[config.mk]
export PLATFORM = sky130hd
export DESIGN_NAME = instruction_fetch
export DESIGN_NICKNAME = d
export VERILOG_FILES = /design/src/rtl/instruction_fetch_pkg.sv /design/src/rtl/instruction_fetch_buffer.sv /design/src/rtl/instruction_fetch.sv
export SDC_FILE = /design/constraint.sdc
export NUM_CORES = 1
export LEC_CHECK = 0
export CAP_MARGIN = 5
export CORE_UTILIZATION = 45
export CTS_CLUSTER_DIAMETER = 80
export DETAILED_ROUTE_END_ITERATION = 12
export GPL_ROUTABILITY_DRIVEN = 0
export PLACE_DENSITY_LB_ADDON = 0.2
export SLEW_MARGIN = 10
export SYNTH_ARGS = -nofsm -noshare
export SYNTH_HDL_FRONTEND = slang
export SYNTH_SLANG_ARGS = --single-unit
[constraint.sdc]
create_clock -name clk -period 2.67 [get_ports clk]
set_input_delay 0.534 -clock clk [delete_from_list [all_inputs] [get_ports clk]]
set_output_delay 0.534 -clock clk [all_outputs]
set_load 0.02 [all_outputs]
[src/rtl/instruction_fetch_pkg.sv]
// Shared types and constants for the instruction fetch unit.
// Holds the fetch FSM encoding, default reset vector and word-size constants.
package instruction_fetch_pkg;

  localparam int unsigned INSTR_W          = 32;
  localparam int unsigned BUF_ENTRY_W      = 2 * INSTR_W;
  localparam logic [31:0] RESET_PC_DEFAULT = 32'h0000_0000;
  localparam logic [31:0] NOP              = 32'h0000_0013;

  typedef enum logic [1:0] {
    IDLE     = 2'd0,
    WAIT_ACK = 2'd1,
    DROP     = 2'd2
  } fetch_state_e;

  function automatic logic is_misaligned(input logic [INSTR_W-1:0] addr);
    return addr[1:0] != 2'b00;
  endfunction

endpackage

[src/rtl/instruction_fetch_buffer.sv]
// Two-entry FIFO of {pc, instruction} pairs between fetch and decode.
// The head is read straight from registers, so data is never combinational from memory.
module fetch_buffer
  import instruction_fetch_pkg::*;
#(
  parameter int unsigned DEPTH  = 2,
  parameter int unsigned DATA_W = BUF_ENTRY_W
) (
  input  logic              clk,
  input  logic              rst,
  input  logic              push,
  input  logic              pop,
  input  logic              flush,
  input  logic [DATA_W-1:0] push_data,
  output logic [DATA_W-1:0] head_data,
  output logic              full,
  output logic              empty
);

  logic [DEPTH-1:0][DATA_W-1:0] entry_data;
  logic                         wr_ptr_q, wr_ptr_d;
  logic                         rd_ptr_q, rd_ptr_d;
  logic [1:0]                   count_q, count_d;
  logic                         do_push, do_pop;

  assign empty     = (count_q == 2'd0);
  assign full      = (count_q == 2'(DEPTH));
  assign head_data = empty ? '0 : entry_data[rd_ptr_q];

  // A full buffer still accepts a push when the head leaves in the same cycle.
  assign do_push = push && !flush && (!full || pop);
  assign do_pop  = pop && !empty && !flush;

  genvar gi;
  generate
    for (gi = 0; gi < DEPTH; gi++) begin : g_entry
      logic [DATA_W-1:0] data_q, data_d;

      always_comb begin
        data_d = data_q;
        if (do_push && (wr_ptr_q == 1'(gi))) begin
          data_d = push_data;
        end
      end

      always_ff @(posedge clk) begin
        if (rst) begin
          data_q <= '0;
        end else begin
          data_q <= data_d;
        end
      end

      assign entry_data[gi] = data_q;
    end
  endgenerate

  always_comb begin
    wr_ptr_d = wr_ptr_q;
    rd_ptr_d = rd_ptr_q;
    count_d  = count_q;
    if (flush) begin
      wr_ptr_d = 1'b0;
      rd_ptr_d = 1'b0;
      count_d  = 2'd0;
    end else begin
      if (do_push) begin
        wr_ptr_d = ~wr_ptr_q;
      end
      if (do_pop) begin
        rd_ptr_d = ~rd_ptr_q;
      end
      unique case ({do_push, do_pop})
        2'b10:   count_d = count_q + 2'd1;
        2'b01:   count_d = count_q - 2'd1;
        default: count_d = count_q;
      endcase
    end
  end

  always_ff @(posedge clk) begin
    if (rst) begin
      wr_ptr_q <= 1'b0;
      rd_ptr_q <= 1'b0;
      count_q  <= 2'd0;
    end else begin
      wr_ptr_q <= wr_ptr_d;
      rd_ptr_q <= rd_ptr_d;
      count_q  <= count_d;
    end
  end

endmodule

[src/rtl/instruction_fetch.sv]
// Instruction fetch unit: single-outstanding memory requests feeding a 2-entry buffer,
// with redirect handling that drops in-flight words and halts on misaligned targets.
module instruction_fetch
  import instruction_fetch_pkg::*;
#(
  parameter logic [31:0] RESET_PC  = RESET_PC_DEFAULT,
  parameter int unsigned BUF_DEPTH = 2
) (
  input  logic        clk,
  input  logic        rst,
  output logic        imem_req,
  output logic [31:0] imem_addr,
  input  logic        imem_ack,
  input  logic [31:0] imem_rdata,
  input  logic        redirect_valid,
  input  logic [31:0] redirect_pc,
  input  logic        dec_ready,
  output logic        en,
  output logic [31:0] instruction_code,
  output logic [31:0] inst_pc,
  output logic        misaligned
);

  fetch_state_e state_q, state_d;
  logic [31:0]  pc_q, pc_d;
  logic [31:0]  req_addr_q, req_addr_d;
  logic         misaligned_q, misaligned_d;

  logic                   buf_push, buf_pop, buf_full, buf_empty;
  logic [BUF_ENTRY_W-1:0] buf_head;
  logic                   xfer, keep_word;

  fetch_buffer #(
    .DEPTH  (BUF_DEPTH),
    .DATA_W (BUF_ENTRY_W)
  ) u_buf (
    .clk       (clk),
    .rst       (rst),
    .push      (buf_push),
    .pop       (buf_pop),
    .flush     (redirect_valid),
    .push_data ({imem_addr, imem_rdata}),
    .head_data (buf_head),
    .full      (buf_full),
    .empty     (buf_empty)
  );

  assign en                         = !buf_empty;
  assign {inst_pc, instruction_code} = buf_head;
  assign misaligned                 = misaligned_q;

  // Request generation: in IDLE nothing is outstanding, so occupancy alone gates a new fetch.
  always_comb begin
    imem_req  = 1'b0;
    imem_addr = pc_q;
    unique case (state_q)
      IDLE: begin
        imem_req  = !rst && !buf_full && !misaligned_q;
        imem_addr = pc_q;
      end
      WAIT_ACK, DROP: begin
        imem_req  = !rst;
        imem_addr = req_addr_q;
      end
      default: begin
        imem_req  = 1'b0;
        imem_addr = pc_q;
      end
    endcase
  end

  assign xfer      = imem_req && imem_ack;
  assign keep_word = xfer && (state_q != DROP) && !redirect_valid;
  assign buf_push  = keep_word;
  assign buf_pop   = en && dec_ready && !redirect_valid;

  always_comb begin
    state_d      = state_q;
    pc_d         = pc_q;
    req_addr_d   = req_addr_q;
    misaligned_d = misaligned_q;

    if (redirect_valid) begin
      pc_d         = redirect_pc;
      misaligned_d = is_misaligned(redirect_pc);
    end else if (keep_word) begin
      pc_d = pc_q + 32'd4;
    end

    unique case (state_q)
      IDLE: begin
        if (imem_req && !imem_ack) begin
          req_addr_d = pc_q;
          // A redirect in the request cycle still leaves this request on the bus.
          state_d    = redirect_valid ? DROP : WAIT_ACK;
        end
      end
      WAIT_ACK: begin
        if (imem_ack) begin
          state_d = IDLE;
        end else if (redirect_valid) begin
          state_d = DROP;
        end
      end
      DROP: begin
        if (imem_ack) begin
          state_d = IDLE;
        end
      end
      default: state_d = IDLE;
    endcase
  end

  always_ff @(posedge clk) begin
    if (rst) begin
      state_q      <= IDLE;
      pc_q         <= RESET_PC;
      req_addr_q   <= RESET_PC;
      misaligned_q <= 1'b0;
    end else begin
      state_q      <= state_d;
      pc_q         <= pc_d;
      req_addr_q   <= req_addr_d;
      misaligned_q <= misaligned_d;
    end
  end

endmodule

# Yosys cells after proc, flatten, opt, wreduce, memory -nomap -nowiden
# Cells that the tools add are included.
# W data, S select, Z words.
[classes] n_bitwise=2 reduce_logical=30 n_eq_ne=9 n_lt_le_gt_ge=1 add_sub_neg=3 mux=14
[ops] op="$mux W64" n=3
[ops] op="$mux W32" n=3
[ops] op="$add A32 B3 Y32 const B" n=1
[ops] op="$logic_and A1 B1 Y1" n=14
[ops] op="$mux W2" n=5
[ops] op="$eq A2 B2 Y1 const B" n=3
[ops] op="$logic_not A1 Y1" n=6
[ops] op="$ne A2 B2 Y1 const B" n=3
[ops] op="$pmux W2 S3" n=1
[ops] op="$reduce_bool A2 Y1" n=3
[ops] op="$eq A2 B1 Y1 const B" n=2
[ops] op="$logic_not A2 Y1" n=2
[ops] op="$pmux W2 S2" n=1
[ops] op="$reduce_or A2 Y1" n=2
[ops] op="$ne A3 B3 Y1 const B" n=1
[ops] op="$reduce_and A3 Y1" n=1
[ops] op="$add A2 B1 Y2 const B" n=1
[ops] op="$lt A1 B2 Y1 const B" n=1
[ops] op="$not A1 Y1" n=2
[ops] op="$pmux W1 S2" n=1
[ops] op="$reduce_and A2 Y1" n=1
[ops] op="$sub A2 B1 Y2 const B" n=1
[ops] op="$logic_or A1 B1 Y1" n=1
[totals] regBits=199 output_inout_bits=99

# Logic depth before layout (Yosys ltp)
[logic_depth] depth_word=12 depth_mapped=11

# Cells and area by module
# Synthesis repeated with hierarchy kept, for this count alone.
[unflattened] hier_cells=1053 area_unflattened_um2=10032.1
[by_module_without_submodules] mod="fetch_buffer" n_inst=1 area_per_inst_um2=6418.7 seq_area_each_um2=2642.5 cells_per_inst=653
[by_module_without_submodules] mod="instruction_fetch" n_inst=1 area_per_inst_um2=3613.5 seq_area_each_um2=1341.3 cells_per_inst=400

# Least setup slack after synthesis
# Ideal clock, no wire load.
[synth_timing] kind="reg2out" start="register state_q[0]" end="output imem_req" stages_incl_launch_ff=7 t_required_ns=2.136 path_slack_ns=0.306 arrival_ns=1.830 cell_sequence="dfxtp_1 -> inv_1 -> ha_1 -> clkbuf_1 -> a31oi_1 -> clkbuf_1 -> nor3_1"
[synth_between] elab_chain_len=3 word_cells_on_any_way=5 cone_classes="eq/ne (2); mux (1); reduce/logical (2)"
[synth_lines] item="from (decl)" line_no="instruction_fetch.sv:24" text="fetch_state_e state_q, state_d;"
[synth_lines] item="from (signal assigned)" line_no="instruction_fetch.sv:121" text="state_q <= state_d;"
[synth_lines] item="$eq A2 B2 Y1 or $eq A2 B1 Y1 (tied branches)" line_no="instruction_fetch.sv:56" text="unique case (state_q)"
[synth_lines] item="$reduce_or A2 Y1" line_no="instruction_fetch.sv:56"
[synth_lines] item="$pmux W1 S2 *" line_no="instruction_fetch.sv:56"
[synth_lines] item="to (decl)" line_no="instruction_fetch.sv:11" text="output logic imem_req,"
# Every way passes the cells marked *; elsewhere a longest branch is shown, timed or not.

# Final worst setup path
[layout_timing] start="register state_q[1]" end="output imem_addr[7]"
[layout_between] elab_chain_len=3 word_cells_on_any_way=4 cone_classes="eq/ne (2); mux (1); reduce/logical (1)"
[layout_lines] item="$eq A2 B2 Y1 or $eq A2 B1 Y1 (tied branches)" line_no="instruction_fetch.sv:56"
[layout_lines] item="$reduce_or A2 Y1 *" line_no="instruction_fetch.sv:56"
[layout_lines] item="$mux W32 *" line_no="instruction_fetch.sv:56"
[layout_lines] item="to (decl)" line_no="instruction_fetch.sv:12" text="output logic [31:0] imem_addr,"
# Marked as above.

==> metrics <==
DR iter-0 viols between 500 and 600; cell count after synthesis about 1200; global-route wire length before repair roughly 40000 um; Crit Path Category register to primary output; commonest non-fill, non-tap cell in the layout nand2_1; crit-path max FO 18; syn_nets between 1000 and 1500; WL final roughly 25000 um; leading post-synthesis cells by cell area dfxtp_1, nand2_1, mux2i_1; Post-synth EDFFs 0; Syn-to-layout area delta 30.19%; Setup crit end kind primary output; cell taking the most area after synthesis dfxtp_1; maximum VDD drop roughly 0.50 mV; post-DP HPWL between 15000 and 20000 um; max-cap violations 0; Max-slew headroom 0.4750; Fin. Hold Viols 0; via count 8426; layout cells sized above 1 0.1174; final design utilization 0.6054; Clock Path Buffers 2; Seq/Total Area, Yosys 0.4345; max-slew violations 0; Layout Nets around 1400; CP required 2.14 ns; Seq. cell area between 3000 and 4000 sq um; clk slew on worst S/H paths roughly 0.08 ns; final setup fails 0; register bit total from synthesis approximately 200; vias in the first global route between 7000 and 8000; GR Overflow Total 0; footprint of the multi-input gates 4825 sq um; clock period minus worst slack approximately 2.6 ns; antenna violations before repair 0; Post-DP Area between 10000 and 15000 sq um; total core area between 15000 and 20000 sq um; vias per cell around 5.3; crit path DAT approximately 2.1 ns; CP startpoint kind register; Hold Path Class register to register; Setup TNS 0 ns; H-tree depth 4; total track usage 0.2453; Hold Buf Count CTS 0; r2r setup slk about 0.28 ns; clk root buf clkbuf_16; DRT antenna net count 0; filler cell count 1748; fin area 11940 sq um; first drt pass iteration count 5; CTS tree done; Worst-Skew Late Latency around 0.43 ns; clock skew 0.009415 ns; # rows 51; Distinct cells, synth just under 50; most frequent cells in the layout nand2_1, dfxtp_1, nor2_1; Ys Warns 0; prevailing post-synth register cell dfxtp_1; largest net degree at the start of global routing 164; CTS Buf Count 17; die width around 140 um; Die H between 100 and 150 um; status complete, no violations; Fmax around 380 MHz; Initial Util 0.4650; PwrDens around 670 nW/um^2; port bufs roughly 170; smallest hold slack between 0.4 and 0.5 ns; Leak between 4 and 5 nW; Syn Area/Cell between 7 and 8 sq um; CTS Sinks about 200; Die ar. between 20000 and 25000 sq um; drt drc 0; top cell type's share of synthesized area 0.4345; # IOs 168; FFs w/ async S/R, synth 0; ANT cells 0; Routed WL per cell between 15 and 20 um; worst slew pin tran 0.7875 ns; final worst-path cycle share 0.9805; Post-Synthesis Cell Area ~9200 sq um
## kinds of logic after synthesis
| family | Yosys count | synth area share |
|---|---|---|
| XOR/XNOR | 28 | 0.02675 |
| multiplexers | 100 | 0.1126 |
| AND/OR/NAND/NOR | 535 | 0.2512 |
| flip-flops | 199 | 0.4345 |
| AO/OA/AOI/OAI | 185 | 0.1148 |
| adder cells (fa/ha/maj) | 6 | 0.008188 |
| buffers and inverters | 108 | 0.05199 |
## path summary, 6_finish.rpt
check | from | endpoint | cells after the start
worst min-delay path | u_buf.g_entry[0].data_q[26] | u_buf.g_entry[0].data_q[26] | 2
worst min register to register | u_buf.g_entry[0].data_q[26] | u_buf.g_entry[0].data_q[26] | 2
worst max-delay path | state_q[1] | imem_addr[7] | 6
worst max register to register | state_q[0] | u_buf.count_q[1] | 9
## per-layer routing
metal | vias to the layer above | share of wire | wire [um] | track usage
li1 | 4209 | - | - | -
met1 | 3965 | 0.46 | 11650 | 0.3169
met2 | 224 | 0.48 | 12080 | 0.4165
met3 | 28 | 0.046 | 1171 | 0.04014
met4 | 0 | 0.016 | 413 | 0.07701
met5 | - | 0 | 0 | 0
## Yosys cell counts, types with 5 or more instances
master / count
dfxtp_1: 199
and2_1: 5
a21oi_1: 126
xor2_1: 7
or4_1: 5
o21ai_0: 10
ha_1: 6
buf_2: 13
a211oi_1: 32
nor2_1: 161
inv_1: 15
nand4_1: 12
nand2_1: 261
clkbuf_1: 54
and4_1: 8
mux2i_1: 75
mux2_2: 25
nor4_1: 11
buf_4: 10
buf_1: 12
xnor2_1: 21
nand3_1: 14
nor3_1: 38
## metrics by stage
stage | power [W] | cells | setup slack [ns]
global route | 0.008371 | 1585 | -0.01690
CTS | 0.007945 | 1584 | -0.04612
detailed placement | 0.005353 | 1544 | -0.0002054
finish | 0.008022 | 1585 | 0.05205
floorplan | 0.004544 | 1161 | 0.3057
global placement | 0.005331 | 1544 | 0.02724
## where the power goes
| group | leakage, nW | total [W] | switching (W) | internal (W) |
|---|---|---|---|---|
| Sequential | 1.62 | 0.00329 | 0.000143 | 0.00315 |
| Combinational | 2.13 | 0.00232 | 0.00127 | 0.00104 |
| Clock | 0.264 | 0.00242 | 0.00120 | 0.00122 |
| Total | 4.01 | 0.00802 | 0.00262 | 0.00540 |
## critical path: stages (launching register included)
cell             delay, ns
dfxtp_2               0.35
inv_1                 0.10
ha_4                  0.31
buf_12                0.11
buf_16                0.17
mux2_4                0.35
clkdlybuf4s15_2       0.26
## sequential cells by signal, indices dropped and copies added (netlist names)
name / flops
req_addr_q: 32
u_buf.count_q: 2
u_buf.wr_ptr_q: 1
state_q: 2
pc_q: 32
u_buf.rd_ptr_q: 1
misaligned: 1
u_buf.g_entry.data_q: 128
## final cells by class
cell class,count,area share
Clock inverter,15,0.009853
Tap cell,265,0.02778
Inverter,15,0.004717
Clock buffer,17,0.03564
Sequential cell,199,0.3343
Timing Repair Buffer,220,0.1835
Multi-Input combinational cell,854,0.4042
## repair_timing
| action | CTS | global route |
|---|---|---|
| setup endpoints to repair | 33 | 36 |
| gates resized for setup | 85 | 34 |
| pin swaps | 0 | 1 |
| cloned | 1 | 0 |
| setup buffers | 7 | 1 |
(Power assumes the default switching activity.)
